<file path="src/rtl/fma_read_buffer_if.sv">
// Memory-to-FMA line buffer bundle: line capture side, operand side, status.
// Parameter set mirrors fma_read_buffer; line width is derived, not free.
interface fma_read_buffer_if #(
    parameter int FMA_COUNT  = 2,
    parameter int WORD_WIDTH = 16,
    parameter int DEPTH      = 4
);
    localparam int LW = FMA_COUNT * 3 * WORD_WIDTH;
    localparam int OW = FMA_COUNT * WORD_WIDTH;
    localparam int CW = $clog2(DEPTH) + 1;

    logic [LW-1:0] line_in;
    logic          line_valid_in;
    logic          flush_in;
    logic          fma_ready_in;
    logic [OW-1:0] a_out;
    logic [OW-1:0] b_out;
    logic [OW-1:0] c_out;
    logic          valid_out;
    logic          full_out;
    logic          empty_out;
    logic [CW-1:0] count_out;
    logic          overflow_out;

    modport master (
        output line_in, line_valid_in, flush_in, fma_ready_in,
        input  a_out, b_out, c_out, valid_out,
        input  full_out, empty_out, count_out, overflow_out
    );

    modport slave (
        input  line_in, line_valid_in, flush_in, fma_ready_in,
        output a_out, b_out, c_out, valid_out,
        output full_out, empty_out, count_out, overflow_out
    );
endinterface

</file>
<file path="src/rtl/fma_read_buffer.sv">
// Line FIFO between the cache abc output and the FMA array, unpacked per lane.
// Define FMA_READ_BUFFER_BYPASS_EN for a zero-latency path when empty.
module fma_read_buffer #(
    parameter int FMA_COUNT  = 2,
    parameter int WORD_WIDTH = 16,
    parameter int LINE_WIDTH = 96,
    parameter int DEPTH      = 4
) (
    input  logic             clk_in,
    input  logic             rst_in,
    fma_read_buffer_if.slave bus
);
    localparam int PW = $clog2(DEPTH);
    localparam int CW = PW + 1;
    localparam int OW = FMA_COUNT * WORD_WIDTH;

    logic [LINE_WIDTH-1:0] r_mem [DEPTH];
    logic [PW-1:0]         r_wr_ptr;
    logic [PW-1:0]         r_rd_ptr;
    logic [CW-1:0]         r_count;
    logic                  r_ovf;

    logic                  w_empty;
    logic                  w_full;
    logic                  w_bypass;
    logic                  w_pop;
    logic                  w_push;
    logic                  w_drop;
    logic                  w_valid;
    logic [LINE_WIDTH-1:0] w_line;
    logic [OW-1:0]         w_a;
    logic [OW-1:0]         w_b;
    logic [OW-1:0]         w_c;

    assign w_empty = (r_count == '0);
    assign w_full  = (r_count == CW'(DEPTH));

`ifdef FMA_READ_BUFFER_BYPASS_EN
    assign w_bypass = w_empty & bus.line_valid_in
                    & bus.fma_ready_in & ~bus.flush_in;
`else
    assign w_bypass = 1'b0;
`endif

    // A pop frees a slot in the same cycle, so a full FIFO can still accept.
    assign w_pop  = ~w_empty & bus.fma_ready_in & ~bus.flush_in;
    assign w_push = bus.line_valid_in & ~bus.flush_in & ~w_bypass
                  & (~w_full | w_pop);
    assign w_drop = bus.line_valid_in & ~bus.flush_in & w_full & ~w_pop;
    assign w_valid = ~w_empty | w_bypass;

    // Word 0 sits at the MSBs; lane i takes words 3i, 3i+1, 3i+2.
    always_comb begin
        w_line = '0;
        w_a    = '0;
        w_b    = '0;
        w_c    = '0;
        if (w_bypass) begin
            w_line = bus.line_in;
        end else if (!w_empty) begin
            w_line = r_mem[r_rd_ptr];
        end
        for (int i = 0; i < FMA_COUNT; i++) begin
            w_a[i*WORD_WIDTH +: WORD_WIDTH] =
                w_line[LINE_WIDTH-(3*i+1)*WORD_WIDTH +: WORD_WIDTH];
            w_b[i*WORD_WIDTH +: WORD_WIDTH] =
                w_line[LINE_WIDTH-(3*i+2)*WORD_WIDTH +: WORD_WIDTH];
            w_c[i*WORD_WIDTH +: WORD_WIDTH] =
                w_line[LINE_WIDTH-(3*i+3)*WORD_WIDTH +: WORD_WIDTH];
        end
    end

    always_ff @(posedge clk_in or posedge rst_in) begin
        if (rst_in) begin
            r_wr_ptr <= '0;
            r_rd_ptr <= '0;
            r_count  <= '0;
            r_ovf    <= 1'b0;
        end else if (bus.flush_in) begin
            r_wr_ptr <= '0;
            r_rd_ptr <= '0;
            r_count  <= '0;
            r_ovf    <= 1'b0;
        end else begin
            if (w_push) r_wr_ptr <= r_wr_ptr + 1'b1;
            if (w_pop)  r_rd_ptr <= r_rd_ptr + 1'b1;
            if (w_push && !w_pop) begin
                r_count <= r_count + 1'b1;
            end else if (w_pop && !w_push) begin
                r_count <= r_count - 1'b1;
            end
            if (w_drop) r_ovf <= 1'b1;
        end
    end

    // Storage needs no reset: nothing is read while the count is zero.
    always_ff @(posedge clk_in) begin
        if (w_push) r_mem[r_wr_ptr] <= bus.line_in;
    end

    assign bus.a_out        = w_a;
    assign bus.b_out        = w_b;
    assign bus.c_out        = w_c;
    assign bus.valid_out    = w_valid;
    assign bus.full_out     = w_full;
    assign bus.empty_out    = w_empty;
    assign bus.count_out    = r_count;
    assign bus.overflow_out = r_ovf;
endmodule

</file>
<file path="src/flat_wrapper.sv">
// flat-port wrapper written by rule: the top's interface ports become plain ports
module fma_read_buffer_flat 
#(
    parameter int FMA_COUNT  = 2,
    parameter int WORD_WIDTH = 16,
    parameter int LINE_WIDTH = 96,
    parameter int DEPTH      = 4
)
  (clk_in, rst_in, bus_line_in, bus_line_valid_in, bus_flush_in, bus_fma_ready_in, bus_a_out, bus_b_out, bus_c_out, bus_valid_out, bus_full_out, bus_empty_out, bus_count_out, bus_overflow_out);
  fma_read_buffer_if #(.FMA_COUNT(FMA_COUNT), .WORD_WIDTH(WORD_WIDTH), .DEPTH(DEPTH)) bus_i ();
  input  logic clk_in;
  input  logic rst_in;
  input wire logic [$bits(bus_i.line_in)-1:0] bus_line_in;
  input wire logic [$bits(bus_i.line_valid_in)-1:0] bus_line_valid_in;
  input wire logic [$bits(bus_i.flush_in)-1:0] bus_flush_in;
  input wire logic [$bits(bus_i.fma_ready_in)-1:0] bus_fma_ready_in;
  output wire logic [$bits(bus_i.a_out)-1:0] bus_a_out;
  output wire logic [$bits(bus_i.b_out)-1:0] bus_b_out;
  output wire logic [$bits(bus_i.c_out)-1:0] bus_c_out;
  output wire logic [$bits(bus_i.valid_out)-1:0] bus_valid_out;
  output wire logic [$bits(bus_i.full_out)-1:0] bus_full_out;
  output wire logic [$bits(bus_i.empty_out)-1:0] bus_empty_out;
  output wire logic [$bits(bus_i.count_out)-1:0] bus_count_out;
  output wire logic [$bits(bus_i.overflow_out)-1:0] bus_overflow_out;
  assign bus_i.line_in = bus_line_in;
  assign bus_i.line_valid_in = bus_line_valid_in;
  assign bus_i.flush_in = bus_flush_in;
  assign bus_i.fma_ready_in = bus_fma_ready_in;
  assign bus_a_out = bus_i.a_out;
  assign bus_b_out = bus_i.b_out;
  assign bus_c_out = bus_i.c_out;
  assign bus_valid_out = bus_i.valid_out;
  assign bus_full_out = bus_i.full_out;
  assign bus_empty_out = bus_i.empty_out;
  assign bus_count_out = bus_i.count_out;
  assign bus_overflow_out = bus_i.overflow_out;
  fma_read_buffer #(.FMA_COUNT(FMA_COUNT), .WORD_WIDTH(WORD_WIDTH), .LINE_WIDTH(LINE_WIDTH), .DEPTH(DEPTH)) u_core (.clk_in(clk_in), .rst_in(rst_in), .bus(bus_i));
endmodule
</file>
<file path="config.mk">
export PLATFORM = sky130hd
export DESIGN_NAME = fma_read_buffer_flat
export DESIGN_NICKNAME = d
export VERILOG_FILES = /design/src/rtl/fma_read_buffer_if.sv /design/src/rtl/fma_read_buffer.sv /design/src/flat_wrapper.sv
export SDC_FILE = /design/constraint.sdc
export NUM_CORES = 1
export LEC_CHECK = 0
export ABC_AREA = 0
export CORE_MARGIN = 10
export CORE_UTILIZATION = 50
export CTS_CLUSTER_DIAMETER = 200
export DETAILED_ROUTE_END_ITERATION = 6
export DONT_BUFFER_PORTS = 1
export HOLD_SLACK_MARGIN = 0.1
export PLACE_DENSITY = 0.63
export RECOVER_POWER = 100
export SLEW_MARGIN = 20
export SYNTH_ARGS = -nofsm -noshare
export SYNTH_HDL_FRONTEND = slang
export SYNTH_SLANG_ARGS = --single-unit
</file>
<file path="constraint.sdc">
create_clock -name clk_in -period 4.5 [get_ports clk_in]
set_input_delay 0.9 -clock clk_in [delete_from_list [all_inputs] [get_ports clk_in]]
set_output_delay 0.9 -clock clk_in [all_outputs]
set_load 0.02 [all_outputs]
</file>
==> reports/qor.csv, run 1 <==
metric,value,unit
first_global_vias,6997,
nNetsFinal,800,
clockBufferDepth,3,
drt_iter0_drc,316,
dpl.hpwl,17600,um
root_buffer,clkbuf_16,
pwr-share-seq,0.453,
gp_congestion,0.696,
antenna_cells,0,
clock_latency,0.52,ns
antenna_found_initial,0,
syn_avg_cell_area,22.2,um2
core_area,29700,um2
p_switching,0.00287,W
die_x,194,um
power.internal,0.00687,W
setup.worst_path.start_class,register,
maxSlewHeadroom,-0.404,
syn-cell-area,15100,um2
wirelength,29300,um
required,3.60,ns
fmax,260,MHz
rows,63,
placed_cell_area,15600,um2
cts.repair.resized,0,
power-per-cell-area,581,nW/um2
numCtsBuffers,40,
combPwrFrac,0.224,
grt_usage,0.153,
grt_setup_unrepaired,false,
violations,"max-capacitance violations, max-slew violations",
hold_viol_final,0,
maxSlewViolCount,78,
worst_pin_slew,2.11,ns
synth.distinct_cells,35,
skew,0.0174,ns
seq_area_frac_synth,0.775,
worst_r2r_path_depth,4,
endpoint_kind,output port,
pin_count,204,
min_path_type,input port to async pin,
timing.final.crit_period,3.85,ns
path_max_fanout,54,
stdcell_area,16800,um2
startpoint,u_core.bus.count_out[2]$_DFFE_PP0P_,
synthToLayoutAreaGrowth,10.8,%
path_class,register to output port,
ant_nets,0,
ys_seq_elements,392,
met2_length,14400,um
grt_overflow,0,
grt_first_pass_wirelength,44600,um
tns,0,ns
dieArea,37600,um2
cp.arrival,2.95,ns
cts.reportedPaths.clkPinSlew,0.06,ns
regToRegEndpoint,u_core.r_mem[2][2]$_DFFE_PP_,
drive_gt1_frac,0.229,
vias,6415,
drt_first_pass_iters,4,
maxCapViolations,2,
drc,0,
via_per_inst,5.77,
r2r-start,u_core.bus.count_out[2]$_DFFE_PP0P_,
syn-num-nets,787,
wl_per_cell,26.3,um
pre_cts_ws,1.18,ns
die_h,194,um
grt_start_max_net_pins,60,
finalCritPeriodShare,0.855,
clkSinkCount,392,
m1WireLength,11200,um
cts_setup_buffers,0,
peakVddDrop,0.000431,V
htree_levels,2,
cts_tree,yes,
portBuffers,0,
syn_inst,681,
ys_warn_count,0,
highest_layer,met4,
p_clk_frac,0.323,
cts_hold_buf,0,
leakage,5.11,nW
crit_end,bus_c_out[6],
setup_ws,0.652,ns
start_util,0.509,
wl_met3,3120,um
p_sw_frac,0.295,
outcome,"complete, but fails checks",
setup_violations,0,
reg2reg_slack,0.66,ns
## cells in the final DEF (no fill, tap or decap), types with 2 or more instances in the layout
master,netlist,routed
inv_1,7,7
buf_4,0,4
and2_0,0,94
dfrtp_1,8,6
and2_2,0,2
and2_1,100,4
nand2b_1,4,4
nor4b_1,2,2
clkinv_2,0,6
ha_1,4,4
bufinv_16,0,4
buf_12,0,4
clkinv_1,0,6
clkbuf_4,0,2
nor3b_1,1,2
nor2b_1,3,3
or3_1,3,2
a21oi_1,2,3
mux4_2,96,96
edfxtp_1,384,384
and3_1,2,2
o21ai_0,4,4
a31oi_1,3,3
clkbuf_16,0,41
nor2_1,5,5
clkbuf_1,14,12
## synthesized netlist by cell type, drive strengths merged
| master | number | area, um2 |
|---|---|---|
| a221oi | 1 | 8.76 |
| a211oi | 1 | 7.51 |
| dfrtp | 8 | 200 |
| nand2b | 4 | 25.0 |
| nor3b | 2 | 20.0 |
| mux2 | 1 | 11.3 |
| xnor2 | 1 | 8.76 |
| mux4 | 96 | 2160 |
| xor2 | 1 | 8.76 |
| o311ai | 1 | 8.76 |
| mux2i | 1 | 10.0 |
| inv | 7 | 26.3 |
| o21ai | 4 | 20.0 |
| o21ba | 1 | 10.0 |
| fa | 1 | 20.0 |
| nor2 | 5 | 18.8 |
| and2 | 100 | 626 |
| nor4b | 2 | 17.5 |
| buf | 24 | 171 |
| or3 | 3 | 18.8 |
| a21oi | 3 | 18.8 |
| edfxtp | 384 | 11500 |
| clkbuf | 15 | 57.6 |
| ha | 4 | 50.1 |
| a31oi | 3 | 18.8 |
| and3b | 1 | 8.76 |
| and3 | 2 | 12.5 |
| nor2b | 3 | 18.8 |
| nor3 | 1 | 5.00 |
| o21bai | 1 | 7.51 |
## per-stage QoR
step | hold WS (ns) | utilization | cells | power [W]
finish | 0.219 | 0.564 | 1112 | 0.00973
floorplan | 0.504 | - | 681 | 0.00636
detailed placement | 0.564 | 0.523 | 1042 | 0.00678
global placement | 0.516 | 0.523 | 1042 | 0.00674
CTS | 0.225 | 0.566 | 1112 | 0.00993
global route | 0.240 | 0.564 | 1112 | 0.0102
## per-layer routing
| layer | global-route usage | vias to the layer above |
|---|---|---|
| li1 | - | 2777 |
| met4 | 0.0380 | 0 |
| met2 | 0.247 | 210 |
| met3 | 0.0743 | 42 |
| met5 | 0 | - |
| met1 | 0.182 | 3386 |
## registers in the layout, indices dropped and copies added (netlist names)
name	flops
u_core.r_wr_ptr	2
u_core.bus.count_out	3
u_core.r_mem	384
u_core.r_rd_ptr	2
u_core.bus.overflow_out	1
## kinds of logic after synthesis
kind of cell / count (synthesis) / synth area share
compound gates: 15 / 0.00662
xor+xnor: 2 / 0.00116
fa+ha+maj: 5 / 0.00463
buf+inv: 46 / 0.0169
flops: 392 / 0.775
mux: 98 / 0.144
simple gates: 123 / 0.0509
## power groups by stage
stage | Clock [W] | Sequential (W) | Combinational (W)
3_5_place_dp | 0 | 0.00449 | 0.00229
3_3_place_gp | 0 | 0.00447 | 0.00227
2_1_floorplan | 0 | 0.00437 | 0.00199
6_report | 0.00315 | 0.00440 | 0.00218
5_1_grt | 0.00337 | 0.00444 | 0.00237
4_1_cts | 0.00322 | 0.00441 | 0.00230
## worst max-delay path: stages, from the launching register on
cell and delay [ns]:
dfrtp_1 0.61, or3_2 0.84, buf_4 0.53, and2_0 0.40
## layout make-up
type	instances	area (um2)
fill	2174	13000
tap	390	488
multi-input combinational	243	3140
clock inverter	17	180
inverter	7	26.3
timing repair buffer	10	125
clock buffer	53	1070
sequential	392	11700
## worst min-delay path by stage
stage                                         from                                  end  depth (start not counted)
CTS                                         rst_in  u_core.bus.overflow_out$_DFFE_PP0P_                          1
floorplan           u_core.r_wr_ptr[0]$_DFFE_PP0P_       u_core.r_wr_ptr[0]$_DFFE_PP0P_                          1
global route                                rst_in  u_core.bus.count_out[2]$_DFFE_PP0P_                          1
detailed placement  u_core.r_wr_ptr[0]$_DFFE_PP0P_       u_core.r_wr_ptr[0]$_DFFE_PP0P_                          1
finish                                      rst_in  u_core.bus.overflow_out$_DFFE_PP0P_                          1
global placement    u_core.r_wr_ptr[0]$_DFFE_PP0P_       u_core.r_wr_ptr[0]$_DFFE_PP0P_                          1
(Power assumes the default switching activity.)
==> run 2: changes to the inputs <==
==> constraint.sdc (replaced) <==
create_clock -name clk_in -period 4.5 [get_ports clk_in]
set_input_delay 0.9 -clock clk_in [delete_from_list [all_inputs] [get_ports clk_in]]
set_output_delay 0.9 -clock clk_in [all_outputs]
set_load 0.005 [all_outputs]
==> reports/qor.csv, run 2 (synthesized netlist as in run 1, its figures left out) <==
metric,value,unit
worstPathCellList,"clkbuf_1, mux4_2, and2_0",
wirelength,28800,um
peakVddDrop,0.000372,V
grt_setup_unrepaired,false,
grt_start_max_net_pins,63,
startpoint,u_core.r_rd_ptr[0]$_DFFE_PP0P_,
start_util,0.509,
die_x,194,um
tns,0,ns
grt_first_pass_wirelength,44400,um
worst_r2r_path_depth,4,
regToRegEndpoint,u_core.r_mem[0][92]$_DFFE_PP_,
reg2reg_slack,0.70,ns
hold_viol_final,0,
cp.arrival,2.90,ns
clockBufferDepth,3,
die_h,194,um
layout_commonest_cell,edfxtp_1,
clkSinkCount,392,
grt_util_met1,0.176,
wl_per_cell,25.9,um
drive_gt1_frac,0.225,
finalCritPeriodShare,0.845,
outcome,"complete, but fails checks",
cts.repair.resized,0,
drc,0,
min_path_type,input port to async pin,
timing.final.crit_period,3.80,ns
path_max_fanout,43,
drt_iter0_drc,366,
dieArea,37600,um2
rows,63,
worst_pin_slew,2.45,ns
maxSlewHeadroom,-0.633,
grt_use_met3,0.0757,
cts_tree,yes,
portBuffers,0,
largest_register_ffs,384,
setup_violations,0,
numCtsBuffers,40,
hold_ws,0.245,ns
regMostFlops,u_core.r_mem,
r2r-start,u_core.bus.count_out[2]$_DFFE_PP0P_,
top_usage_layer,met2,
violations,"max-capacitance violations, max-slew violations",
path_class,register to output port,
core_area,29700,um2
root_buffer,clkbuf_16,
leakage,5.12,nW
clock_latency,0.51,ns
final_cell_mix,"384 x edfxtp_1, 96 x mux4_2, 91 x and2_0, 41 x clkbuf_16, 12 x clkbuf_1",
antenna_cells,0,
pin_count,204,
htree_levels,2,
maxSlewViolCount,167,
grt_overflow,0,
maxCapViolations,4,
cp_slowest_cell,dfrtp_4,
synthToLayoutAreaGrowth,11.0,%
gp_congestion,0.719,
cts_hold_buf,0,
cpPeakStageDelay,1.00,ns
cts_setup_buffers,0,
drt_first_pass_iters,4,
dpl.hpwl,17500,um
power-per-cell-area,548,nW/um2
vias,6407,
ant_nets,0,
setup.worst_path.start_class,register,
endpoint_kind,output port,
grt_usage,0.152,
nNetsFinal,800,
required,3.60,ns
fmax,263,MHz
gr-usage-met2,0.248,
first_global_vias,7148,
finalPower,0.00920,W
via_per_inst,5.77,
skew,0.0179,ns
antenna_found_initial,0,
cts.reportedPaths.clkPinSlew,0.06,ns
## run 2: cell types whose count changed in the layout (fill, tap and decap cells not counted), sizes merged
cell    before  now
clkbuf      55   56
inv          7    8
clkinv      12   10
buf          8    7
## run 2: worst max-delay path: cells and delay by family (launching register included)
family                 cells  cell delay [ns]
buffers and inverters      1             0.59
flip-flops                 1             1.00
AND/OR/NAND/NOR            1             0.20
multiplexers               1             0.59
## run 2: per-layer routing
layer / up-vias / routed length [um]
met3: 38 / 3330
met1: 3400 / 10600
li1: 2776 / -
met4: 0 / 518
met5: - / 0
met2: 193 / 14300
## run 2: report_power, final
| group | internal (W) | switching, W | leakage, nW |
|---|---|---|---|
| Sequential | 0.00424 | 0.000171 | 3.59 |
| Clock | 0.00191 | 0.00124 | 0.612 |
| Combinational | 0.000722 | 0.000910 | 0.916 |
| Total | 0.00687 | 0.00233 | 5.12 |
## run 2: how the worst max path moves through the flow
stage | endpoint | slack (ns) | cells past startpoint
2_1_floorplan | u_core.r_mem[0][0]$_DFFE_PP_ | 0.30 | 4
3_3_place_gp | bus_c_out[0] | 1.36 | 3
3_5_place_dp | bus_c_out[3] | 1.31 | 3
4_1_cts | bus_c_out[3] | 0.76 | 3
5_1_grt | bus_a_out[14] | 0.34 | 3
6_report | bus_a_out[3] | 0.70 | 3
## run 2: layout make-up
type	count	area, um2
inverters	7	26.3
fillers	2172	12900
clock buffers	53	1080
clock inverters	16	179
repair buffers	10	141
multi-input cells	243	3130
well taps	390	488
flip-flops and latches	392	11700
## run 2: metrics by stage
stage	area, um2	worst slack [ns]	util	cells
floorplan	15100	0.296	-	681
global placement	15600	1.36	0.523	1042
detailed placement	15600	1.31	0.523	1042
CTS	16800	0.764	0.566	1111
global route	16800	0.343	0.565	1111
finish	16800	0.698	0.565	1111
